--- src/rtl/particle_flight_pkg.sv ---
// Shared game constants and types for the particle trajectory engine.
package particle_flight_pkg;

    localparam bit PLAYER_1 = 1'b1;
    localparam bit PLAYER_2 = 1'b0;

    localparam int PARTICLE_SIZE   = 50;
    localparam int PLAYER_W        = 128;
    localparam int PLAYER_H        = 144;
    localparam int CAT_SPRITE_X    = 112;
    localparam int DOG_SPRITE_X    = 762;
    localparam int PLAYER_SPRITE_Y = 455;
    localparam int FENCE           = 384;
    localparam int SCREEN_X_MAX    = 974;

    localparam int FENCE_X_START = 492;
    localparam int FENCE_X_END   = 532;
    localparam int GROUND_Y      = 743;

    localparam int CAT_LAUNCH_X = 240;
    localparam int DOG_LAUNCH_X = 712;
    localparam int LAUNCH_Y     = 405;

    typedef enum logic [1:0] {
        S_IDLE   = 2'd0,
        S_FLIGHT = 2'd1,
        S_CHECK  = 2'd2,
        S_DONE   = 2'd3
    } flight_state_t;

    typedef enum logic [1:0] {
        OUT_NONE  = 2'd0,
        OUT_HIT   = 2'd1,
        OUT_FENCE = 2'd2,
        OUT_MISS  = 2'd3
    } outcome_t;

endpackage

--- src/rtl/particle_flight_if.sv ---
// Throw request and particle status bundle between game logic and the flight engine.
interface particle_flight_if;
    logic        frame_tick;
    logic        throw;
    logic        turn;
    logic [4:0]  power;
    logic [3:0]  wind;
    logic        busy;
    logic        visible;
    logic [10:0] xpos;
    logic [10:0] ypos;
    logic [1:0]  outcome;
    logic        done;

    modport master (
        output frame_tick, throw, turn, power, wind,
        input  busy, visible, xpos, ypos, outcome, done
    );

    modport slave (
        input  frame_tick, throw, turn, power, wind,
        output busy, visible, xpos, ypos, outcome, done
    );
endinterface

--- src/rtl/particle_flight_box_overlap.sv ---
// Half-open rectangle overlap between a W x H particle and a box [x0,x1) x [y0,y1).
module box_overlap #(
    parameter int W = 50,
    parameter int H = 50
) (
    input  logic signed [11:0] px_i,
    input  logic signed [11:0] py_i,
    input  logic signed [11:0] bx0_i,
    input  logic signed [11:0] bx1_i,
    input  logic signed [11:0] by0_i,
    input  logic signed [11:0] by1_i,
    output logic               hit_o
);
    localparam logic signed [12:0] WS = 13'(W);
    localparam logic signed [12:0] HS = 13'(H);

    // One extra bit so px+W cannot wrap near the top of the 12-bit range.
    logic signed [12:0] px, py, bx0, bx1, by0, by1;

    assign px  = {px_i[11], px_i};
    assign py  = {py_i[11], py_i};
    assign bx0 = {bx0_i[11], bx0_i};
    assign bx1 = {bx1_i[11], bx1_i};
    assign by0 = {by0_i[11], by0_i};
    assign by1 = {by1_i[11], by1_i};

    assign hit_o = (px + WS > bx0) && (px < bx1) && (py + HS > by0) && (py < by1);
endmodule

--- src/rtl/particle_flight.sv ---
// Ballistic particle engine: one position step per frame, then a one-cycle collision check.
//   state  | meaning
//   IDLE   | waiting for a throw; outcome of the last flight held
//   FLIGHT | waiting for frame_tick to step the position
//   CHECK  | classify the freshly stepped position
//   DONE   | pulse done with the outcome, then back to IDLE
module particle_flight
    import particle_flight_pkg::*;
#(
    parameter int X_SPEED = 4,
    parameter int GRAVITY = 1
) (
    input  logic                clk,
    input  logic                rst_n,
    particle_flight_if.slave    bus
);
    localparam logic signed [6:0]  XS         = 7'(X_SPEED);
    localparam logic signed [8:0]  GRAV       = 9'(GRAVITY);
    localparam logic signed [11:0] CAT_X0     = 12'(CAT_LAUNCH_X);
    localparam logic signed [11:0] DOG_X0     = 12'(DOG_LAUNCH_X);
    localparam logic signed [11:0] LAUNCH_Y0  = 12'(LAUNCH_Y);
    localparam logic signed [11:0] GROUND_TOP = 12'(GROUND_Y - PARTICLE_SIZE);
    localparam logic signed [11:0] X_MAX      = 12'(SCREEN_X_MAX);

    flight_state_t      state_q, state_d;
    outcome_t           outcome_q, outcome_d;
    logic signed [11:0] x_q, x_d, y_q, y_d;
    logic signed [8:0]  vy_q, vy_d;
    logic [4:0]         vx_q, vx_d;
    logic               cat_q, cat_d;

    logic signed [6:0]  wind_ext, vx_raw;
    logic [4:0]         vx_launch;
    logic signed [11:0] vx_ext, vy_ext, tgt_x0, tgt_x1;
    logic               hit_target, hit_fence, on_ground, off_screen;

    assign wind_ext  = {{3{bus.wind[3]}}, bus.wind};
    assign vx_raw    = (bus.turn == PLAYER_2) ? XS - wind_ext : XS + wind_ext;
    assign vx_launch = (vx_raw < 7'sd1) ? 5'd1 : vx_raw[4:0];

    assign vx_ext = {7'b0, vx_q};
    assign vy_ext = {{3{vy_q[8]}}, vy_q};

    // The cat aims at the dog's box and vice versa.
    assign tgt_x0 = cat_q ? 12'(DOG_SPRITE_X) : 12'(CAT_SPRITE_X);
    assign tgt_x1 = cat_q ? 12'(DOG_SPRITE_X + PLAYER_W) : 12'(CAT_SPRITE_X + PLAYER_W);

    box_overlap #(.W(PARTICLE_SIZE), .H(PARTICLE_SIZE)) u_target (
        .px_i (x_q), .py_i (y_q),
        .bx0_i(tgt_x0), .bx1_i(tgt_x1),
        .by0_i(12'(PLAYER_SPRITE_Y)), .by1_i(12'(PLAYER_SPRITE_Y + PLAYER_H)),
        .hit_o(hit_target)
    );

    // The fence runs down to the bottom of the coordinate space.
    box_overlap #(.W(PARTICLE_SIZE), .H(PARTICLE_SIZE)) u_fence (
        .px_i (x_q), .py_i (y_q),
        .bx0_i(12'(FENCE_X_START)), .bx1_i(12'(FENCE_X_END)),
        .by0_i(12'(FENCE)), .by1_i(12'sh7FF),
        .hit_o(hit_fence)
    );

    assign on_ground  = (y_q >= GROUND_TOP);
    assign off_screen = (x_q < 12'sd0) || (x_q > X_MAX);

    always_ff @(posedge clk or negedge rst_n) begin
        if (!rst_n) begin
            state_q   <= S_IDLE;
            outcome_q <= OUT_NONE;
            x_q       <= '0;
            y_q       <= '0;
            vx_q      <= '0;
            vy_q      <= '0;
            cat_q     <= 1'b0;
        end else begin
            state_q   <= state_d;
            outcome_q <= outcome_d;
            x_q       <= x_d;
            y_q       <= y_d;
            vx_q      <= vx_d;
            vy_q      <= vy_d;
            cat_q     <= cat_d;
        end
    end

    always_comb begin
        state_d   = state_q;
        outcome_d = outcome_q;
        x_d       = x_q;
        y_d       = y_q;
        vx_d      = vx_q;
        vy_d      = vy_q;
        cat_d     = cat_q;
        case (state_q)
            S_IDLE: begin
                if (bus.throw) begin
                    cat_d     = (bus.turn == PLAYER_1);
                    x_d       = (bus.turn == PLAYER_1) ? CAT_X0 : DOG_X0;
                    y_d       = LAUNCH_Y0;
                    vy_d      = {4'b0, bus.power};
                    vx_d      = vx_launch;
                    outcome_d = OUT_NONE;
                    state_d   = S_FLIGHT;
                end
            end
            S_FLIGHT: begin
                if (bus.frame_tick) begin
                    x_d     = cat_q ? x_q + vx_ext : x_q - vx_ext;
                    y_d     = y_q - vy_ext;
                    vy_d    = vy_q - GRAV;
                    state_d = S_CHECK;
                end
            end
            S_CHECK: begin
                state_d = S_DONE;
                if (hit_target)                outcome_d = OUT_HIT;
                else if (hit_fence)            outcome_d = OUT_FENCE;
                else if (on_ground || off_screen) outcome_d = OUT_MISS;
                else                           state_d   = S_FLIGHT;
            end
            S_DONE:  state_d = S_IDLE;
            default: state_d = S_IDLE;
        endcase
    end

    assign bus.busy    = (state_q == S_FLIGHT) || (state_q == S_CHECK);
    assign bus.visible = bus.busy && !y_q[11];
    assign bus.xpos    = x_q[10:0];
    assign bus.ypos    = y_q[10:0];
    assign bus.outcome = outcome_q;
    assign bus.done    = (state_q == S_DONE);
endmodule
--- src/flat_wrapper.sv ---
// flat-port wrapper written by rule: the top's interface ports become plain ports
module particle_flight_flat import particle_flight_pkg::*;
#(
    parameter int X_SPEED = 4,
    parameter int GRAVITY = 1
)
  (clk, rst_n, bus_frame_tick, bus_throw, bus_turn, bus_power, bus_wind, bus_busy, bus_visible, bus_xpos, bus_ypos, bus_outcome, bus_done);
  particle_flight_if bus_i ();
  input  logic clk;
  input  logic rst_n;
  input wire logic [$bits(bus_i.frame_tick)-1:0] bus_frame_tick;
  input wire logic [$bits(bus_i.throw)-1:0] bus_throw;
  input wire logic [$bits(bus_i.turn)-1:0] bus_turn;
  input wire logic [$bits(bus_i.power)-1:0] bus_power;
  input wire logic [$bits(bus_i.wind)-1:0] bus_wind;
  output wire logic [$bits(bus_i.busy)-1:0] bus_busy;
  output wire logic [$bits(bus_i.visible)-1:0] bus_visible;
  output wire logic [$bits(bus_i.xpos)-1:0] bus_xpos;
  output wire logic [$bits(bus_i.ypos)-1:0] bus_ypos;
  output wire logic [$bits(bus_i.outcome)-1:0] bus_outcome;
  output wire logic [$bits(bus_i.done)-1:0] bus_done;
  assign bus_i.frame_tick = bus_frame_tick;
  assign bus_i.throw = bus_throw;
  assign bus_i.turn = bus_turn;
  assign bus_i.power = bus_power;
  assign bus_i.wind = bus_wind;
  assign bus_busy = bus_i.busy;
  assign bus_visible = bus_i.visible;
  assign bus_xpos = bus_i.xpos;
  assign bus_ypos = bus_i.ypos;
  assign bus_outcome = bus_i.outcome;
  assign bus_done = bus_i.done;
  particle_flight #(.X_SPEED(X_SPEED), .GRAVITY(GRAVITY)) u_core (.clk(clk), .rst_n(rst_n), .bus(bus_i));
endmodule
--- config.mk ---
export PLATFORM = sky130hd
export DESIGN_NAME = particle_flight_flat
export DESIGN_NICKNAME = d
export VERILOG_FILES = /design/src/rtl/particle_flight_pkg.sv /design/src/rtl/particle_flight_if.sv /design/src/rtl/particle_flight_box_overlap.sv /design/src/rtl/particle_flight.sv /design/src/flat_wrapper.sv
export SDC_FILE = /design/constraint.sdc
export NUM_CORES = 1
export LEC_CHECK = 0
export CAP_MARGIN = 20
export CORE_MARGIN = 2
export CORE_UTILIZATION = 30
export DETAILED_ROUTE_END_ITERATION = 12
export GPL_TIMING_DRIVEN = 0
export PLACE_DENSITY_LB_ADDON = 0.3
export REMOVE_ABC_BUFFERS = 1
export SLEW_MARGIN = 25
export SYNTH_ARGS = -nofsm -noshare
export SYNTH_HDL_FRONTEND = slang
export SYNTH_HIERARCHICAL = 1
export SYNTH_SLANG_ARGS = --single-unit
--- constraint.sdc ---
create_clock -name clk -period 3.7 [get_ports clk]
set_input_delay 0.555 -clock clk [delete_from_list [all_inputs] [get_ports clk]]
set_output_delay 0.555 -clock clk [all_outputs]
set_load 0.05 [all_outputs]
==> impl_metrics.json <==
{
  "final_common_cell": "inv_1",
  "fin_util_pct": 37.4,
  "use_met2_pct": 25.6,
  "met3_usage_pct": 0.676,
  "synthCells": 859,
  "syn-cell-area_um2": 6740,
  "maxCapViolCount": 0,
  "synth-edff-count": 0,
  "detail_route.first_pass.iterations": 5,
  "worst_slew_pin_slew_ns": 0.932,
  "grt_pass1_vias": 5768,
  "drt_iter0_markers": 277,
  "synth_top_area_share_pct": 24.9,
  "skew_ns": 0.00312,
  "fillers": 2262,
  "multiInputGateArea_um2": 5450,
  "busiest_layer": "met2",
  "leakage_nw": 4.04,
  "drive_gt1_share_pct": 11.5,
  "slew_violations": 0,
  "path_cells": "buf_6, nand3_2, nand2_2, and2_4, nand2_1, xnor2_1, ha_1, nand3_1, a21oi_2, or4b_4, mux2i_2, nor4_2, or4_1, a211oi_2, o21ai_4, a211oi_2, a21oi_1",
  "syn2layout_area_growth_pct": 22.0,
  "cts_buffers": 5,
  "reg2reg_depth": 17,
  "failed_checks": "negative setup slack",
  "dieArea_um2": 23700,
  "hpwl_um": 11900,
  "hold_viol": 0,
  "initial_core_util_pct": 30.7,
  "antenna_left": 0,
  "status": "finished with violations",
  "cp.arrival_ns": 3.95,
  "ys.warnings.count": 6,
  "cts_root_buf": "clkbuf_16",
  "fmax_mhz": 264,
  "syn_avg_cell_area_um2": 7.85,
  "clock_path_buffers": 2,
  "port_buffers": 40,
  "cp_slowest_stage_delay_ns": 0.53,
  "wl_per_cell_um": 13.1,
  "finalInstanceArea_um2": 8220,
  "rsz0062_at_grt": "yes",
  "postSynth.asyncResetShare_pct": 100,
  "cp-start-kind": "register",
  "htreeDepth": 2,
  "netlist_top_cells_area": "ha_1 (25%), dfrtp_1 (16%), inv_1 (7.5%)",
  "ys_types": 65,
  "required_ns": 3.87,
  "layout_min_cycle_time_ns": 3.78,
  "chipWidth_um": 154,
  "rows": 54,
  "core_um2": 22000,
  "synth-seq-cells": 43,
  "grt_pass1_wl_um": 27800,
  "cp_max_fo": 5,
  "die_y_um": 154,
  "antenna_found_initial": 0,
  "grtUsageTotal_pct": 14.1,
  "crit_path_top_delay_cell": "or4b_4",
  "grt_max_degree": 29,
  "remaining_drc_errors": 0,
  "crit_top_cell": "a211oi_2",
  "gp_congestion": 0.810,
  "ff_latch_area_um2": 1100,
  "fin_crit_sh_pct": 102,
  "cts.sinks": 43,
  "worstSetupPathType": "register to register",
  "drt-vias-per-instance": 4.76,
  "vias": 6040,
  "use_met1_pct": 18.5,
  "placedInstanceArea_um2": 7610,
  "finalWorstSetupSlack_ns": -0.0848,
  "yosysSeqAreaShare_pct": 16.0,
  "diodes": 0,
  "slew_headroom_pct": 37.7,
  "layout_common_cells": "inv_1 (135), ha_1 (130), conb_1 (87), a21oi_1 (64), nand2_1 (50)",
  "ys.flop_type": "dfrtp_1",
  "layout.nets": 1139,
  "setup_violations": 3,
  "cp-end-kind": "register",
  "worstHoldPathType": "primary input to async pin",
  "pre_cts_ws_ns": -0.765,
  "fin_tns_setup_ns": -0.101,
  "wl_um": 16600,
  "yosysTopAreaCell": "ha_1",
  "grt_overflow": 0,
  "clkTransAtPathRegs_ns": 0.06,
  "insertion_delay_ns": 0.29,
  "ios": 41,
  "p_per_area_nw_per_um2": 823,
  "cts_tree": "yes",
  "ir_worst_vdd_mv": 0.808
}
-- Yosys cell counts, drive strengths merged (5+ instances only) --
library cell / number
a21boi: 6
nand3: 36
a31oi: 17
a21oi: 65
dfrtp: 43
nor4: 8
o21ai: 38
inv: 135
xnor2: 27
a21o: 17
nor3: 11
a211oi: 9
xor2: 25
and3: 12
buf: 27
or3: 6
nand2b: 6
mux2: 6
and2: 9
nand4: 24
nor2: 45
clkbuf: 7
ha: 134
mux2i: 7
nor3b: 5
nor2b: 15
nand2: 52
-- stage by stage --
stage	std cells	total power, W	hold slack, ns
after CTS	1258	0.00660	0.191
after detailed placement	1231	0.00584	0.504
after floorplan	910	0.00464	0.259
final	1270	0.00677	0.187
after global routing	1270	0.00748	0.217
after global placement	1230	0.00580	0.522
-- what timing repair did --
action / in CTS / in global routing
endpoints found under the setup margin: 3 / 3
pin swaps: 19 / 9
hold buffers: 0 / 0
gates resized for setup: 41 / 24
buffers inserted: 19 / 12
-- power by group --
part	switching, W	total [W]	internal [W]	leakage [nW]
logic	0.00289	0.00510	0.00221	3.45
clock network	0.000191	0.000479	0.000288	0.0772
registers	0.000522	0.00120	0.000674	0.510
total	0.00360	0.00677	0.00317	4.04
-- final timing paths --
kind / from / end / slack, ns
min: rst_n / u_core/y_q[2] / 0.19
max: u_core/y_q[2] / u_core/state_q[1] / -0.08
max reg2reg: u_core/y_q[2] / u_core/state_q[1] / -0.08
max in group asynchronous: rst_n / u_core/x_q[2] / 3.01
min reg2reg: u_core/vx_q[1] / u_core/vx_q[1] / 0.53
min in group clk: u_core/vx_q[1] / u_core/vx_q[1] / 0.53
-- sequential cells by signal, indices dropped and copies added, names as in the netlist --
register	count
u_core/vy_q	9
u_core/state_q	2
u_core/cat_q	1
u_core/y_q	12
u_core/vx_q	5
u_core/bus.outcome	2
u_core/x_q	12
-- logic make-up (layout without fill, tap and decap cells) --
group                    count (synthesis)  in the layout  synth area share (%)
multiplexers                            13             13                  2.04
AND/OR/NAND/NOR                        250            250                  19.9
buffers and inverters                  169            215                  10.8
AO/OA/AOI/OAI                          194            194                  19.0
adder cells (fa/ha/maj)                136            136                  25.5
XOR/XNOR                                52             52                  6.76
other                                    2             87                 0.111
flip-flops                              43             43                  16.0
-- critical path, delay by kind of cell, from the launching register on --
kind / cells / cell delay (ns)
AND/OR/NAND/NOR: 8 / 1.60
adder cells (fa/ha/maj): 1 / 0.31
AO/OA/AOI/OAI: 5 / 0.75
buffers and inverters: 1 / 0.14
multiplexers: 1 / 0.20
XOR/XNOR: 1 / 0.16
flip-flops: 1 / 0.48
-- area by class of cell --
cell class	instances	share of cell area (%)
multi-input cells	732	66.3
inverters	135	6.16
well taps	280	4.26
flip-flops and latches	43	13.3
repair buffers	72	8.06
clock buffers	8	1.90
-- metal layers --
| metal | part of all wire [%] | wire (um) |
|---|---|---|
| met3 | 2.1 | 348 |
| met1 | 48 | 8020 |
| met4 | 1.3 | 214 |
| met5 | 0 | 0 |
| met2 | 48 | 8040 |
(Power assumes the default switching activity.)
